### src/rtl/button_debounce_pkg.sv
// Shared definitions for the button conditioning stage: arbitration FSM
// states, the colour codes used by the button latch and by software, and a
// small helper that turns a button vector into its colour code.
package button_debounce_pkg;

    localparam int NUM_BUTTONS = 4;

    typedef enum logic [1:0] {
        ST_IDLE    = 2'd0,
        ST_LOCKED  = 2'd1,
        ST_BLOCKED = 2'd2
    } state_e;

    typedef logic [1:0] code_t;

    // Bit positions in every button vector follow these codes.
    localparam code_t CODE_RED    = 2'b00;
    localparam code_t CODE_BLUE   = 2'b01;
    localparam code_t CODE_GREEN  = 2'b10;
    localparam code_t CODE_YELLOW = 2'b11;

    // Code of the lowest-numbered high button; only used on one-hot vectors.
    function automatic code_t encodeButton(input logic [NUM_BUTTONS-1:0] v);
        code_t c;
        c = CODE_RED;
        for (int i = NUM_BUTTONS - 1; i >= 0; i--) begin
            if (v[i]) c = code_t'(i);
        end
        return c;
    endfunction

endpackage

### src/rtl/button_debounce_if.sv
// Button bundle between the raw push buttons and the conditioning stage.
// The slave side is the debouncer; the master side drives the raw inputs
// and consumes the clean levels and press events.
interface button_debounce_if;
    import button_debounce_pkg::*;

    logic  red_raw;
    logic  blue_raw;
    logic  green_raw;
    logic  yellow_raw;
    logic  red_out;
    logic  blue_out;
    logic  green_out;
    logic  yellow_out;
    logic  press_pulse;
    code_t press_code;

    modport master (
        output red_raw, blue_raw, green_raw, yellow_raw,
        input  red_out, blue_out, green_out, yellow_out, press_pulse, press_code
    );

    modport slave (
        input  red_raw, blue_raw, green_raw, yellow_raw,
        output red_out, blue_out, green_out, yellow_out, press_pulse, press_code
    );

endinterface

### src/rtl/button_debounce_channel.sv
// One button channel: two-flop synchronizer followed by a counter that flips
// the stable level only after DEBOUNCE_CYCLES consecutive disagreeing edges.
module debounce_channel #(
    parameter int  DEBOUNCE_CYCLES = 500000,
    localparam int CNT_W           = $clog2(DEBOUNCE_CYCLES)
) (
    input  logic clk,
    input  logic rst_n,
    input  logic raw_i,
    output logic stable_o
);

    logic             sync1_q;
    logic             sync2_q;
    logic             stable_q;
    logic             stable_d;
    logic [CNT_W-1:0] cnt_q;
    logic [CNT_W-1:0] cnt_d;

    // Bring the asynchronous button into the clock domain.
    always_ff @(posedge clk or negedge rst_n) begin
        if (!rst_n) begin
            sync1_q <= 1'b0;
            sync2_q <= 1'b0;
        end else begin
            sync1_q <= raw_i;
            sync2_q <= sync1_q;
        end
    end

    // Count disagreeing edges; any agreeing edge or an accepted flip restarts the count.
    always_comb begin
        cnt_d    = '0;
        stable_d = stable_q;
        if (sync2_q != stable_q) begin
            if (cnt_q == CNT_W'(DEBOUNCE_CYCLES - 1)) begin
                stable_d = sync2_q;
            end else begin
                cnt_d = cnt_q + CNT_W'(1);
            end
        end
    end

    // Debounce counter and stable level registers.
    always_ff @(posedge clk or negedge rst_n) begin
        if (!rst_n) begin
            cnt_q    <= '0;
            stable_q <= 1'b0;
        end else begin
            cnt_q    <= cnt_d;
            stable_q <= stable_d;
        end
    end

    assign stable_o = stable_q;

endmodule

### src/rtl/button_debounce.sv
// Button conditioning stage: debounces the four raw buttons and arbitrates
// them so the downstream latch sees at most one clean level at a time, plus
// a one-cycle press strobe and the colour code of the last accepted press.
module button_debounce
    import button_debounce_pkg::*;
#(
    parameter int DEBOUNCE_CYCLES = 500000
) (
    input  logic               clock,
    input  logic               resetn,
    button_debounce_if.slave   bus
);

    logic [NUM_BUTTONS-1:0] rawVec;
    logic [NUM_BUTTONS-1:0] stable;
    logic [NUM_BUTTONS-1:0] others;
    logic [NUM_BUTTONS-1:0] outs_q;
    logic [NUM_BUTTONS-1:0] outs_d;
    state_e                 state_q;
    state_e                 state_d;
    code_t                  code_q;
    code_t                  code_d;
    logic                   pulse_q;
    logic                   pulse_d;

    assign rawVec = {bus.yellow_raw, bus.green_raw, bus.blue_raw, bus.red_raw};

    for (genvar i = 0; i < NUM_BUTTONS; i++) begin : gChannel
        debounce_channel #(
            .DEBOUNCE_CYCLES(DEBOUNCE_CYCLES)
        ) uChannel (
            .clk     (clock),
            .rst_n   (resetn),
            .raw_i   (rawVec[i]),
            .stable_o(stable[i])
        );
    end

    // Arbitration: accept a lone press, block ties and overlaps until all buttons are released.
    always_comb begin
        state_d = state_q;
        code_d  = code_q;
        pulse_d = 1'b0;
        others  = stable & ~(NUM_BUTTONS'(1) << code_q);
        case (state_q)
            ST_IDLE: begin
                if ($countones(stable) == 1) begin
                    state_d = ST_LOCKED;
                    code_d  = encodeButton(stable);
                    pulse_d = 1'b1;
                end else if ($countones(stable) > 1) begin
                    state_d = ST_BLOCKED;
                end
            end
            ST_LOCKED: begin
                if (!stable[code_q]) begin
                    state_d = (others != '0) ? ST_BLOCKED : ST_IDLE;
                end
            end
            ST_BLOCKED: begin
                if (stable == '0) begin
                    state_d = ST_IDLE;
                end
            end
            default: state_d = ST_IDLE;
        endcase
        outs_d = (state_d == ST_LOCKED) ? (NUM_BUTTONS'(1) << code_d) : '0;
    end

    // State and registered outputs, so the levels and strobe rise on the accepting edge.
    always_ff @(posedge clock or negedge resetn) begin
        if (!resetn) begin
            state_q <= ST_IDLE;
            code_q  <= CODE_RED;
            outs_q  <= '0;
            pulse_q <= 1'b0;
        end else begin
            state_q <= state_d;
            code_q  <= code_d;
            outs_q  <= outs_d;
            pulse_q <= pulse_d;
        end
    end

    assign bus.red_out     = outs_q[CODE_RED];
    assign bus.blue_out    = outs_q[CODE_BLUE];
    assign bus.green_out   = outs_q[CODE_GREEN];
    assign bus.yellow_out  = outs_q[CODE_YELLOW];
    assign bus.press_pulse = pulse_q;
    assign bus.press_code  = code_q;

endmodule

### src/flat_wrapper.sv
// flat-port wrapper written by rule: the top's interface ports become plain ports
module button_debounce_flat import button_debounce_pkg::*;
#(
    parameter int DEBOUNCE_CYCLES = 500000
)
  (clock, resetn, bus_red_raw, bus_blue_raw, bus_green_raw, bus_yellow_raw, bus_red_out, bus_blue_out, bus_green_out, bus_yellow_out, bus_press_pulse, bus_press_code);
  button_debounce_if bus_i ();
  input  logic clock;
  input  logic resetn;
  input wire logic [$bits(bus_i.red_raw)-1:0] bus_red_raw;
  input wire logic [$bits(bus_i.blue_raw)-1:0] bus_blue_raw;
  input wire logic [$bits(bus_i.green_raw)-1:0] bus_green_raw;
  input wire logic [$bits(bus_i.yellow_raw)-1:0] bus_yellow_raw;
  output wire logic [$bits(bus_i.red_out)-1:0] bus_red_out;
  output wire logic [$bits(bus_i.blue_out)-1:0] bus_blue_out;
  output wire logic [$bits(bus_i.green_out)-1:0] bus_green_out;
  output wire logic [$bits(bus_i.yellow_out)-1:0] bus_yellow_out;
  output wire logic [$bits(bus_i.press_pulse)-1:0] bus_press_pulse;
  output wire logic [$bits(bus_i.press_code)-1:0] bus_press_code;
  assign bus_i.red_raw = bus_red_raw;
  assign bus_i.blue_raw = bus_blue_raw;
  assign bus_i.green_raw = bus_green_raw;
  assign bus_i.yellow_raw = bus_yellow_raw;
  assign bus_red_out = bus_i.red_out;
  assign bus_blue_out = bus_i.blue_out;
  assign bus_green_out = bus_i.green_out;
  assign bus_yellow_out = bus_i.yellow_out;
  assign bus_press_pulse = bus_i.press_pulse;
  assign bus_press_code = bus_i.press_code;
  button_debounce #(.DEBOUNCE_CYCLES(DEBOUNCE_CYCLES)) u_core (.clock(clock), .resetn(resetn), .bus(bus_i));
endmodule
### config.mk
export PLATFORM = sky130hd
export DESIGN_NAME = button_debounce_flat
export DESIGN_NICKNAME = d
export VERILOG_FILES = /design/src/rtl/button_debounce_pkg.sv /design/src/rtl/button_debounce_if.sv /design/src/rtl/button_debounce_channel.sv /design/src/rtl/button_debounce.sv /design/src/flat_wrapper.sv
export SDC_FILE = /design/constraint.sdc
export NUM_CORES = 1
export LEC_CHECK = 0
export CAP_MARGIN = 40
export CORE_MARGIN = 2
export CORE_UTILIZATION = 55
export CTS_CLUSTER_DIAMETER = 150
export DETAILED_ROUTE_END_ITERATION = 7
export PLACE_DENSITY = 0.7
export SYNTH_ARGS = -nofsm -noshare
export SYNTH_HDL_FRONTEND = slang
export SYNTH_SLANG_ARGS = --single-unit
### constraint.sdc
create_clock -name clock -period 6 [get_ports clock]
set_input_delay 0.9 -clock clock [delete_from_list [all_inputs] [get_ports clock]]
set_output_delay 0.9 -clock clock [all_outputs]
set_load 0.005 [all_outputs]
==> results of run 1 <==
power by group:
group          switching, W  total [W]  internal (W)
clock              0.000239   0.000398      0.000159
combinational     0.0000272  0.0000383     0.0000111
sequential       0.00000888   0.000671      0.000662
total              0.000276    0.00111      0.000832
worst reg2reg max path, delay by kind of cell, from the launching register on:
family        cells  cell delay (ns)
simple gates      3             0.65
buf+inv           2             0.22
flops             1             0.47
mux               1             0.33
fa+ha+maj         3             0.99
logic make-up (layout without fill, tap and decap cells):
group	after synthesis	in the layout
muxes	7	7
DFF	97	97
and+or+nand+nor	211	211
AOI/OAI and AO/OA	55	55
xor gates and xnor gates	48	48
adders and majority gates	12	12
buffers and inverters	36	48
registers in the layout, indices dropped and copies added, names as in the netlist:
register                           count
u_core.bus.press_code                  2
u_core.gChannel.uChannel.stable_o      4
u_core.bus.press_pulse                 1
u_core.gChannel.uChannel.cnt_q        76
u_core.state_q                         2
u_core.gChannel.uChannel.sync1_q       4
u_core.outs_q                          4
u_core.gChannel.uChannel.sync2_q       4
through the flow:
step | std cells | area, sq um | hold WS [ns]
global route | 583 | 5110 | 0.372
detailed placement | 567 | 4920 | 0.339
finish | 583 | 5110 | 0.362
CTS | 583 | 5110 | 0.366
global placement | 567 | 4920 | 0.338
floorplan | 466 | 4770 | 0.331
cell usage after synthesis:
cell type / count / area (sq um)
a21oi_1: 24 / 120
a31oi_1: 1 / 6.26
and2_1: 4 / 25.0
and3_1: 2 / 12.5
and4_1: 6 / 52.6
buf_2: 4 / 20.0
buf_6: 5 / 56.3
clkbuf_1: 8 / 30.0
dfrtp_1: 97 / 2430
fa_1: 1 / 20.0
ha_1: 11 / 138
inv_1: 19 / 71.3
mux2_2: 4 / 45.0
mux2i_1: 2 / 20.0
mux4_2: 1 / 22.5
nand2_1: 22 / 82.6
nand3_1: 28 / 140
nand3b_1: 2 / 15.0
nand4_1: 21 / 131
nor2_1: 56 / 210
nor3_1: 14 / 70.1
nor4_1: 8 / 50.1
o21ai_0: 15 / 75.1
o21ai_4: 4 / 65.1
o31ai_1: 11 / 82.6
or2_2: 8 / 50.1
or3_1: 15 / 93.8
or3b_2: 2 / 17.5
or4_1: 14 / 105
or4_4: 4 / 45.0
or4b_1: 4 / 40.0
or4bb_1: 1 / 11.3
xnor2_1: 24 / 210
xor2_1: 24 / 210
final cells by class:
class	instances	area (sq um)
Clock buffer	9	124
Clock inverter	7	62.6
Fill cell	706	3190
Inverter	19	71.3
Multi-Input combinational cell	333	2170
Sequential cell	97	2430
Tap cell	105	131
Timing Repair Buffer	13	125
worst paths after layout:
kind | to | cells past startpoint | slack [ns] | startpoint
setup / recovery | u_core.outs_q[1] | 9 | 3.27 | u_core.gChannel[3].uChannel.stable_o
max in group asynchronous | u_core.gChannel[3].uChannel.cnt_q[13] | 2 | 4.43 | resetn
hold reg to reg | u_core.gChannel[3].uChannel.sync2_q | 0 | 0.36 | u_core.gChannel[3].uChannel.sync1_q
setup reg to reg | u_core.outs_q[1] | 9 | 3.27 | u_core.gChannel[3].uChannel.stable_o
hold / removal | u_core.gChannel[3].uChannel.sync2_q | 0 | 0.36 | u_core.gChannel[3].uChannel.sync1_q
min in group asynchronous | u_core.gChannel[0].uChannel.cnt_q[15] | 1 | 0.54 | resetn
routing by layer:
metal,global-route usage [%],part of all wire (%)
met1,24.0,47
met2,32.1,49
met3,4.39,2.9
met4,6.39,1.4
met5,0,0
==> flow_summary_export.csv, run 1 <==
group,metric,value,unit
synth,avgSynthCellArea,10.2,sq um
global_route,grt_pass1_wl,14800,um
run,max_cap_violations,0,
placed_design,pre_cts_slack,3.27,ns
timing,timing.slew.headroom,59.1,%
critical_path,cp-start-kind,"register",
synth,synth_fa_ha_area_share,3.30,%
critical_path,slowest_stage,"dfrtp_1",
global_route,antenna_found_initial,0,
timing,maxSlewViolCount,0,
placed_design,dp_hpwl,5690,um
synth,synth_xor_area_share,8.81,%
global_route,grt_usage,18.9,%
placed_design,port_buffers,12,
synth,syn_inst,466,
die,dieArea,9440,sq um
pwr,p_leak,2.07,nW
pwr,power,0.00111,W
timing,fin_skew,0.0110,ns
final_layout,utilization,61.6,%
outcome,status,"completed",
synth,yosysWarnings,0,
clock_tree,cts_setup_buffers,0,
min_path,hold_class,"reg -> reg",
pwr,power_density,217,nW/um^2
timing,fin_ws,3.27,ns
critical_path,crit_arrival,3.01,ns
synth,synth_cell_types,34,
drt,vias_per_cell,5.74,
global_route,grt_pass1_vias,3343,
clock_tree,insertion_delay,0.37,ns
final_layout,final_common_cell,"dfrtp_1",
drt,wl,8280,um
timing,rsz0062_at_grt,"false",
timing,final.setup.tns,0,ns
die,top_level_ports,13,
critical_path,crit_path_end_kind,"register",
die,coreArea,8300,sq um
timing,min_period,2.73,ns
critical_path,critPathBufInv,2,
pwr,vdd_drop_max,157,uV
final_layout,drive_above_1_share,8.58,%
drt,drt-initial-drc-count,114,
clock_tree,holdBufCountCts,0,
drt,wire_per_inst,14.2,um
timing,setup_viol_count_final,0,
synth,syn_nets,484,
global_route,grt_start_max_net_pins,50,
final_layout,area_growth,7.05,%
synth,synth_mux_area_share,1.84,%
synth,synth_area,4770,sq um
synth,yosys_register_bits,97,
critical_path,worstSetupPathType,"reg -> reg",
final_layout,final_cell_mix,"dfrtp_1 (97), nor2_1 (56), nand3_1 (28)",
timing,hold_violations,0,
clock_tree,post_cts_resized,0,
synth,synth-compound-area-share,7.32,%
synth,synth_top_family_by_area,"simple AND/OR/NAND/NOR gates",
clock_tree,cts.sinks,97,
clock_tree,clk_path_buf_depth,2,
clock_tree,cts_made_buffers,9,
clock_tree,cts_tree,"done",
clock_tree,h-tree-depth,3,
die,die_w,97.1,um
synth,synth_seq_area_share,50.9,%
critical_path,required,6.28,ns
die,die_h,97.1,um
drt,drc_errors,0,
timing,fin_crit_sh,45.5,%
final_layout,nets,491,
drt,firstDrtPassIters,4,
critical_path,critPathMaxStageDelay,0.47,ns
critical_path,worstPathCellList,"inv_1 > ha_1 > ha_1 > fa_1 > nor4_1 > and2_1 > mux2i_1 > inv_1 > nor3_1",
timing,tightest_slew,0.614,ns
drt,ant_nets,0,
synth,synthSimpleGateAreaFrac,24.1,%
timing,max_freq,366,MHz
clock_tree,path_clk_slew,0.10,ns
final_layout,diodes,0,
critical_path,cp_max_fo,7,
die,initial_core_util,57.5,%
die,fp-row-count,33,
placed_design,place_congestion,0.865,
critical_path,crit_family,"adder cells",
clock_tree,ctsRootBufferMaster,"clkbuf_8",
drt,vias,3348,
global_route,overflow,0,
Note: power is estimated with default switching activity, not from simulation.
==> inputs of run 2 (changes only) <==
==> constraint.sdc (replaced) <==
create_clock -name clock -period 2.7 [get_ports clock]
set_input_delay 0.405 -clock clock [delete_from_list [all_inputs] [get_ports clock]]
set_output_delay 0.405 -clock clock [all_outputs]
set_load 0.005 [all_outputs]
==> flow_summary_export.csv, run 2 (synthesis results as in run 1) <==
group,metric,value,unit
global_route,grt_start_max_net_pins,52,
timing,maxSlewViolCount,0,
clock_tree,insertion_delay,0.36,ns
critical_path,required,2.97,ns
final_layout,multiInputGateArea,2180,sq um
die,dieArea,9440,sq um
timing,max_freq,381,MHz
final_layout,drive_above_1_share,10.2,%
placed_design,dp_cells,571,
pwr,netSwitchingFraction,21.9,%
drt,vias_per_cell,5.76,
critical_path,crit_path_end_kind,"register",
critical_path,cp_max_fo,6,
final_layout,diodes,0,
drt,ant_nets,0,
final_layout,final_common_cell,"dfrtp_1",
die,fp-row-count,33,
clock_tree,ctsRootBufferMaster,"clkbuf_8",
final_layout,stdcell_count,587,
timing,fin_ws,0.0766,ns
clock_tree,h-tree-depth,3,
timing,fin_skew,0.00824,ns
drt,wire_per_inst,14.6,um
final_layout,utilization,62.7,%
clock_tree,holdBufCountCts,0,
critical_path,crit_arrival,2.89,ns
final_layout,postLayoutCellArea,5200,sq um
pwr,p_comb_share,3.4,%
pwr,internal_power,0.00205,W
pwr,clkPwrFrac,39.8,%
pwr,pwr-share-seq,56.8,%
clock_tree,path_clk_slew,0.09,ns
critical_path,r2r-end,"u_core.outs_q[1]",
global_route,antenna_found_initial,0,
clock_tree,cts_made_buffers,9,
critical_path,r2r_start,"u_core.gChannel[2].uChannel.stable_o",
critical_path,cp-start-kind,"register",
timing,hold_violations,0,
clock_tree,clk_path_buf_depth,2,
placed_design,dp_hpwl,5710,um
final_layout,nets,495,
run,max_cap_violations,0,
critical_path,rrSetupSlack,0.08,ns
final_layout,area_growth,9.02,%
drt,drt-initial-drc-count,88,
final_layout,final_cell_mix,"dfrtp_1 (96), nor2_1 (56), nand3_1 (28)",
drt,wl,8560,um
die,die_h,97.1,um
placed_design,placed_cell_area,4960,sq um
critical_path,worstSetupPathType,"reg -> reg",
timing,setup_viol_count_final,0,
final_layout,largest_reg_flops,76,
drt,drc_errors,0,
timing,fin_crit_sh,97.2,%
pwr,power_density,505,nW/um^2
final_layout,regMostFlops,"u_core.gChannel.uChannel.cnt_q",
placed_design,port_buffers,12,
critical_path,ff2ff_path_depth,9,
critical_path,critPathCapture,"u_core.outs_q[1]",
pwr,vdd_drop_max,306,uV
clock_tree,cts.sinks,97,
timing,tightest_slew,0.604,ns
min_path,hold_class,"in -> async",
die,initial_core_util,57.5,%
final_layout,fill_cells,682,
timing,min_period,2.62,ns
clock_tree,cts_tree,"done",
final_layout,ff_latch_area,2430,sq um
die,die_w,97.1,um
die,coreArea,8300,sq um
global_route,overflow,0,
pwr,switching_power,0.000576,W
global_route,grt_usage,19.4,%
drt,firstDrtPassIters,4,
die,top_level_ports,13,
timing,rsz0062_at_grt,"false",
outcome,status,"completed",
placed_design,place_congestion,0.849,
global_route,grt_pass1_vias,3374,
drt,vias,3383,
placed_design,pre_cts_slack,-0.0210,ns
pwr,p_leak,2.11,nW
timing,timing.slew.headroom,59.8,%
global_route,grt_pass1_wl,15300,um
critical_path,cp-startpoint,"u_core.gChannel[2].uChannel.stable_o",
clock_tree,cts_setup_buffers,0,
run 2: cell types whose count changed in the layout (fill, tap and decap cells not counted), sizes merged:
cell    before  now
clkinv       3    2
clkbuf       9   10
bufinv       0    2
inv         22   20
buf          2    6
run 2: repair_timing:
item	CTS	global route
gates resized for setup	2	2
pin swaps	0	0
gates cloned	0	0
setup endpoints to repair	2	3
run 2: metrics by stage:
| step | setup TNS, ns | total power (W) | hold WS (ns) |
|---|---|---|---|
| floorplan | 0 | 0.00157 | 0.109 |
| global placement | 0 | 0.00161 | 0.337 |
| detailed placement | -0.0227 | 0.00161 | 0.336 |
| CTS | 0 | 0.00265 | 0.0675 |
| global route | 0 | 0.00273 | 0.0908 |
| finish | 0 | 0.00263 | 0.0525 |
run 2: cell type report:
class | instances | share of cell area [%]
repair buffers | 17 | 3.22
clock buffers | 10 | 2.65
clock inverters | 6 | 1.73
multi-input cells | 333 | 41.8
flip-flops and latches | 97 | 46.7
well taps | 105 | 2.53
inverters | 19 | 1.37
run 2: worst min path at each step:
stage	from	to	slack [ns]
5_1_grt	resetn	u_core.gChannel[1].uChannel.cnt_q[6]	0.09
3_3_place_gp	u_core.gChannel[3].uChannel.sync1_q	u_core.gChannel[3].uChannel.sync2_q	0.34
6_report	resetn	u_core.gChannel[0].uChannel.cnt_q[13]	0.05
4_1_cts	resetn	u_core.gChannel[0].uChannel.cnt_q[17]	0.07
2_1_floorplan	resetn	u_core.bus.press_code[0]	0.11
3_5_place_dp	u_core.gChannel[1].uChannel.sync1_q	u_core.gChannel[1].uChannel.sync2_q	0.34
run 2: worst max-delay path: stages, from the launching register on:
cell and delay, ns:
dfrtp_2 0.45, inv_1 0.11, ha_1 0.25, ha_1 0.22, fa_1 0.46, nor4_1 0.22
and2_2 0.25, mux2i_2 0.28, inv_1 0.10, nor3_1 0.19
run 2: power groups by stage:
stage | Sequential [W] | Combinational [W] | Clock (W)
floorplan | 0.00151 | 0.0000518 | 0
finish | 0.00149 | 0.0000885 | 0.00104
CTS | 0.00149 | 0.0000931 | 0.00107
global placement | 0.00152 | 0.0000897 | 0
detailed placement | 0.00152 | 0.0000928 | 0
global route | 0.00150 | 0.000105 | 0.00113
run 2: per-layer routing:
metal | part of all wire, % | GRT usage [%] | vias to the layer above | wire, um
met5 | 0 | 0 | - | 0
met4 | 0.92 | 6.61 | 0 | 79
met3 | 2.5 | 4.39 | 9 | 212
met2 | 49 | 32.9 | 37 | 4210
met1 | 47 | 24.7 | 1672 | 4060
li1 | - | - | 1665 | -
==> inputs of run 3 (changes only) <==
--- a/config.mk
+++ b/config.mk
@@ -9,8 +9,10 @@
 export CORE_MARGIN = 2
 export CORE_UTILIZATION = 55
 export CTS_CLUSTER_DIAMETER = 150
+export CTS_CLUSTER_SIZE = 12
 export DETAILED_ROUTE_END_ITERATION = 7
 export PLACE_DENSITY = 0.7
 export SYNTH_ARGS = -nofsm -noshare
 export SYNTH_HDL_FRONTEND = slang
+export SYNTH_HIERARCHICAL = 1
 export SYNTH_SLANG_ARGS = --single-unit
==> constraint.sdc (replaced) <==
create_clock -name clock -period 2.7 [get_ports clock]
set_input_delay 0.405 -clock clock [delete_from_list [all_inputs] [get_ports clock]]
set_output_delay 0.405 -clock clock [all_outputs]
set_load 0.1 [all_outputs]
==> flow_summary_export.csv, run 3 <==
group,metric,value,unit
critical_path,required,2.97,ns
synth,yosys_register_bits,97,
synth,synth-compound-area-share,6.25,%
die,die_w,98.4,um
final_layout,final_common_cell,"dfrtp_1",
synth,synth_area_leaders,"dfrtp_1 (50%), xnor2_1 (9.3%), nor2_1 (6.2%)",
timing,fin_crit_sh,90.5,%
placed_design,dp_hpwl,5900,um
timing,min_period,2.44,ns
pwr,power_density,492,nW/um^2
synth,yosys.area.top_type,"dfrtp_1",
final_layout,nets,517,
outcome,status,"completed",
critical_path,cp-start-kind,"register",
synth,synth_fa_ha_area_share,2.45,%
clock_tree,cts.sinks,97,
clock_tree,cts_setup_buffers,0,
clock_tree,path_clk_slew,0.10,ns
synth,synth_xor_area_share,10.7,%
global_route,antenna_found_initial,0,
synth,avgSynthCellArea,10.2,sq um
synth,synth_top_area_share,49.5,%
critical_path,cp-startpoint,"u_core/gChannel[1].uChannel/stable_o",
synth,synth_edf_count,0,
pwr,vdd_drop_max,261,uV
drt,routed-wl-met2,4020,um
global_route,grt_pass1_vias,3396,
critical_path,worstSetupPathType,"reg -> reg",
timing,rsz0062_at_grt,"false",
final_layout,largest_reg_flops,76,
drt,wl_met1,4230,um
die,coreArea,8680,sq um
drt,wl,8550,um
final_layout,diodes,0,
synth,ys.flop_type,"dfrtp_1",
placed_design,port_buffers,12,
global_route,grt_usage,19.3,%
drt,vias,3440,
synth,synth_cell_types,36,
clock_tree,insertion_delay,0.35,ns
synth,syn_nets,497,
pwr,power,0.00264,W
timing,tightest_slew,0.539,ns
synth,async_flop_share,100,%
timing,hold_violations,0,
timing,timing.slew.headroom,63.9,%
critical_path,critPathMaxStageDelay,0.46,ns
critical_path,slowest_stage,"fa_1",
synth,synthSimpleGateAreaFrac,24.7,%
critical_path,crit_arrival,2.71,ns
drt,wire_per_inst,13.9,um
final_layout,final_cell_mix,"dfrtp_1 (97), nor2_1 (81), xnor2_1 (52)",
synth,syn_inst,482,
clock_tree,h-tree-depth,3,
pwr,p_leak,2.19,nW
global_route,grt_start_max_net_pins,98,
critical_path,r2r_start,"u_core/gChannel[1].uChannel/stable_o",
drt,wl_met3,238,um
die,fp-row-count,34,
synth,synthTopCellsByCount,"dfrtp_1 (97), nor2_1 (81), xnor2_1 (52)",
die,die_h,98.4,um
critical_path,path_common_cell,"inv_1",
clock_tree,holdBufCountCts,0,
die,top_level_ports,13,
synth,synth_area,4900,sq um
synth,synth_top_family_by_area,"simple AND/OR/NAND/NOR gates",
synth,synth_mux_area_share,2.55,%
drt,firstDrtPassIters,4,
global_route,overflow,0,
critical_path,crit_path_end_kind,"register",
critical_path,cp_max_fo,6,
synth,yosysWarnings,6,
drt,ant_nets,0,
timing,maxSlewViolCount,0,
clock_tree,post_cts_resized,0,
drt,drc_errors,0,
placed_design,place_congestion,0.828,
timing,final.setup.tns,0,ns
clock_tree,ctsRootBufferMaster,"clkbuf_8",
min_path,hold_class,"in -> async",
synth,synth_seq_area_share,49.5,%
global_route,grt_pass1_wl,15300,um
critical_path,worstPathCellList,"inv_1 > fa_1 > inv_1 > ha_1 > inv_1 > ha_1 > nor2_1 > nand3_1 > or4_1 > a21oi_1",
drt,routed.top_layer,"met4",
clock_tree,clk_path_buf_depth,2,
drt,vias_per_cell,5.60,
timing,max_freq,409,MHz
timing,fin_skew,0.0121,ns
drt,drt-initial-drc-count,105,
die,dieArea,9680,sq um
clock_tree,cts_tree,"done",
die,initial_core_util,56.5,%
final_layout,drive_above_1_share,10.3,%
synth,yosys.cell_count.top_type,"dfrtp_1",
final_layout,area_growth,9.39,%
run,max_cap_violations,0,
clock_tree,cts_made_buffers,9,
timing,setup_viol_count_final,0,
final_layout,regMostFlops,"u_core/gChannel.uChannel/cnt_q",
## run 3: changes by cell type in the layout (fill, tap and decap cells not counted), sizes merged, moves of 10 or more
| cell | before | now |
|---|---|---|
| a21oi | 24 | 14 |
| buf | 6 | 17 |
| nor2 | 56 | 81 |
| nor4 | 8 | 24 |
| o31ai | 11 | 1 |
| or4 | 18 | 5 |
| xnor2 | 24 | 52 |
| xor2 | 24 | 8 |
## run 3: path summary, 6_finish.rpt
check	end	slack, ns	depth (start not counted)
setup / recovery	u_core/outs_q[3]	0.26	10
hold / removal	u_core/gChannel[2].uChannel/cnt_q[11]	0.08	2
setup reg to reg	u_core/outs_q[3]	0.26	10
hold reg to reg	u_core/gChannel[3].uChannel/sync2_q	0.35	0
max in group asynchronous	u_core/gChannel[0].uChannel/cnt_q[16]	2.21	2
min in group clock	u_core/gChannel[3].uChannel/sync2_q	0.35	0
## run 3: metrics by stage
step,setup WS (ns),util (%),instances,hold WS [ns],cell area (sq um)
after global placement,0.375,59.2,599,0.336,5130
after floorplan,0.337,-,482,0.109,4900
after CTS,0.259,61.8,614,0.106,5360
after detailed placement,0.289,59.2,599,0.338,5130
after global routing,0.0728,61.8,614,0.122,5360
final,0.255,61.8,614,0.0776,5360
## run 3: power by group
part,switching (W),internal (W)
Combinational,0.0000629,0.0000346
Sequential,0.0000244,0.00147
Clock,0.000477,0.000569
Total,0.000564,0.00208
## run 3: kinds of logic after synthesis
logic type	after synthesis
buffers and inverters	40
XOR/XNOR	60
adder cells (fa/ha/maj)	9
AND/OR/NAND/NOR	226
multiplexers	12
flip-flops	97
AO/OA/AOI/OAI	38
## run 3: layer usage
| metal | vias to the layer above | GRT usage, % |
|---|---|---|
| met5 | - | 0 |
| met4 | 0 | 6.85 |
| met3 | 4 | 3.76 |
| met2 | 54 | 30.2 |
| met1 | 1672 | 27.0 |
| li1 | 1710 | - |
## run 3: cell type report
cell class / instances / area, sq um
inverter: 28 / 105
clock inverter: 4 / 76.3
multi-input combinational: 345 / 2290
fill: 725 / 3320
timing repair buffer: 21 / 180
tap: 108 / 135
sequential: 97 / 2430
clock buffer: 11 / 151
## run 3: critical path, delay by kind of cell (launching register included)
kind | cells | cell delay, ns
AO/OA/AOI/OAI | 1 | 0.16
AND/OR/NAND/NOR | 3 | 0.64
buffers and inverters | 3 | 0.29
adder cells (fa/ha/maj) | 3 | 0.89
flip-flops | 1 | 0.39
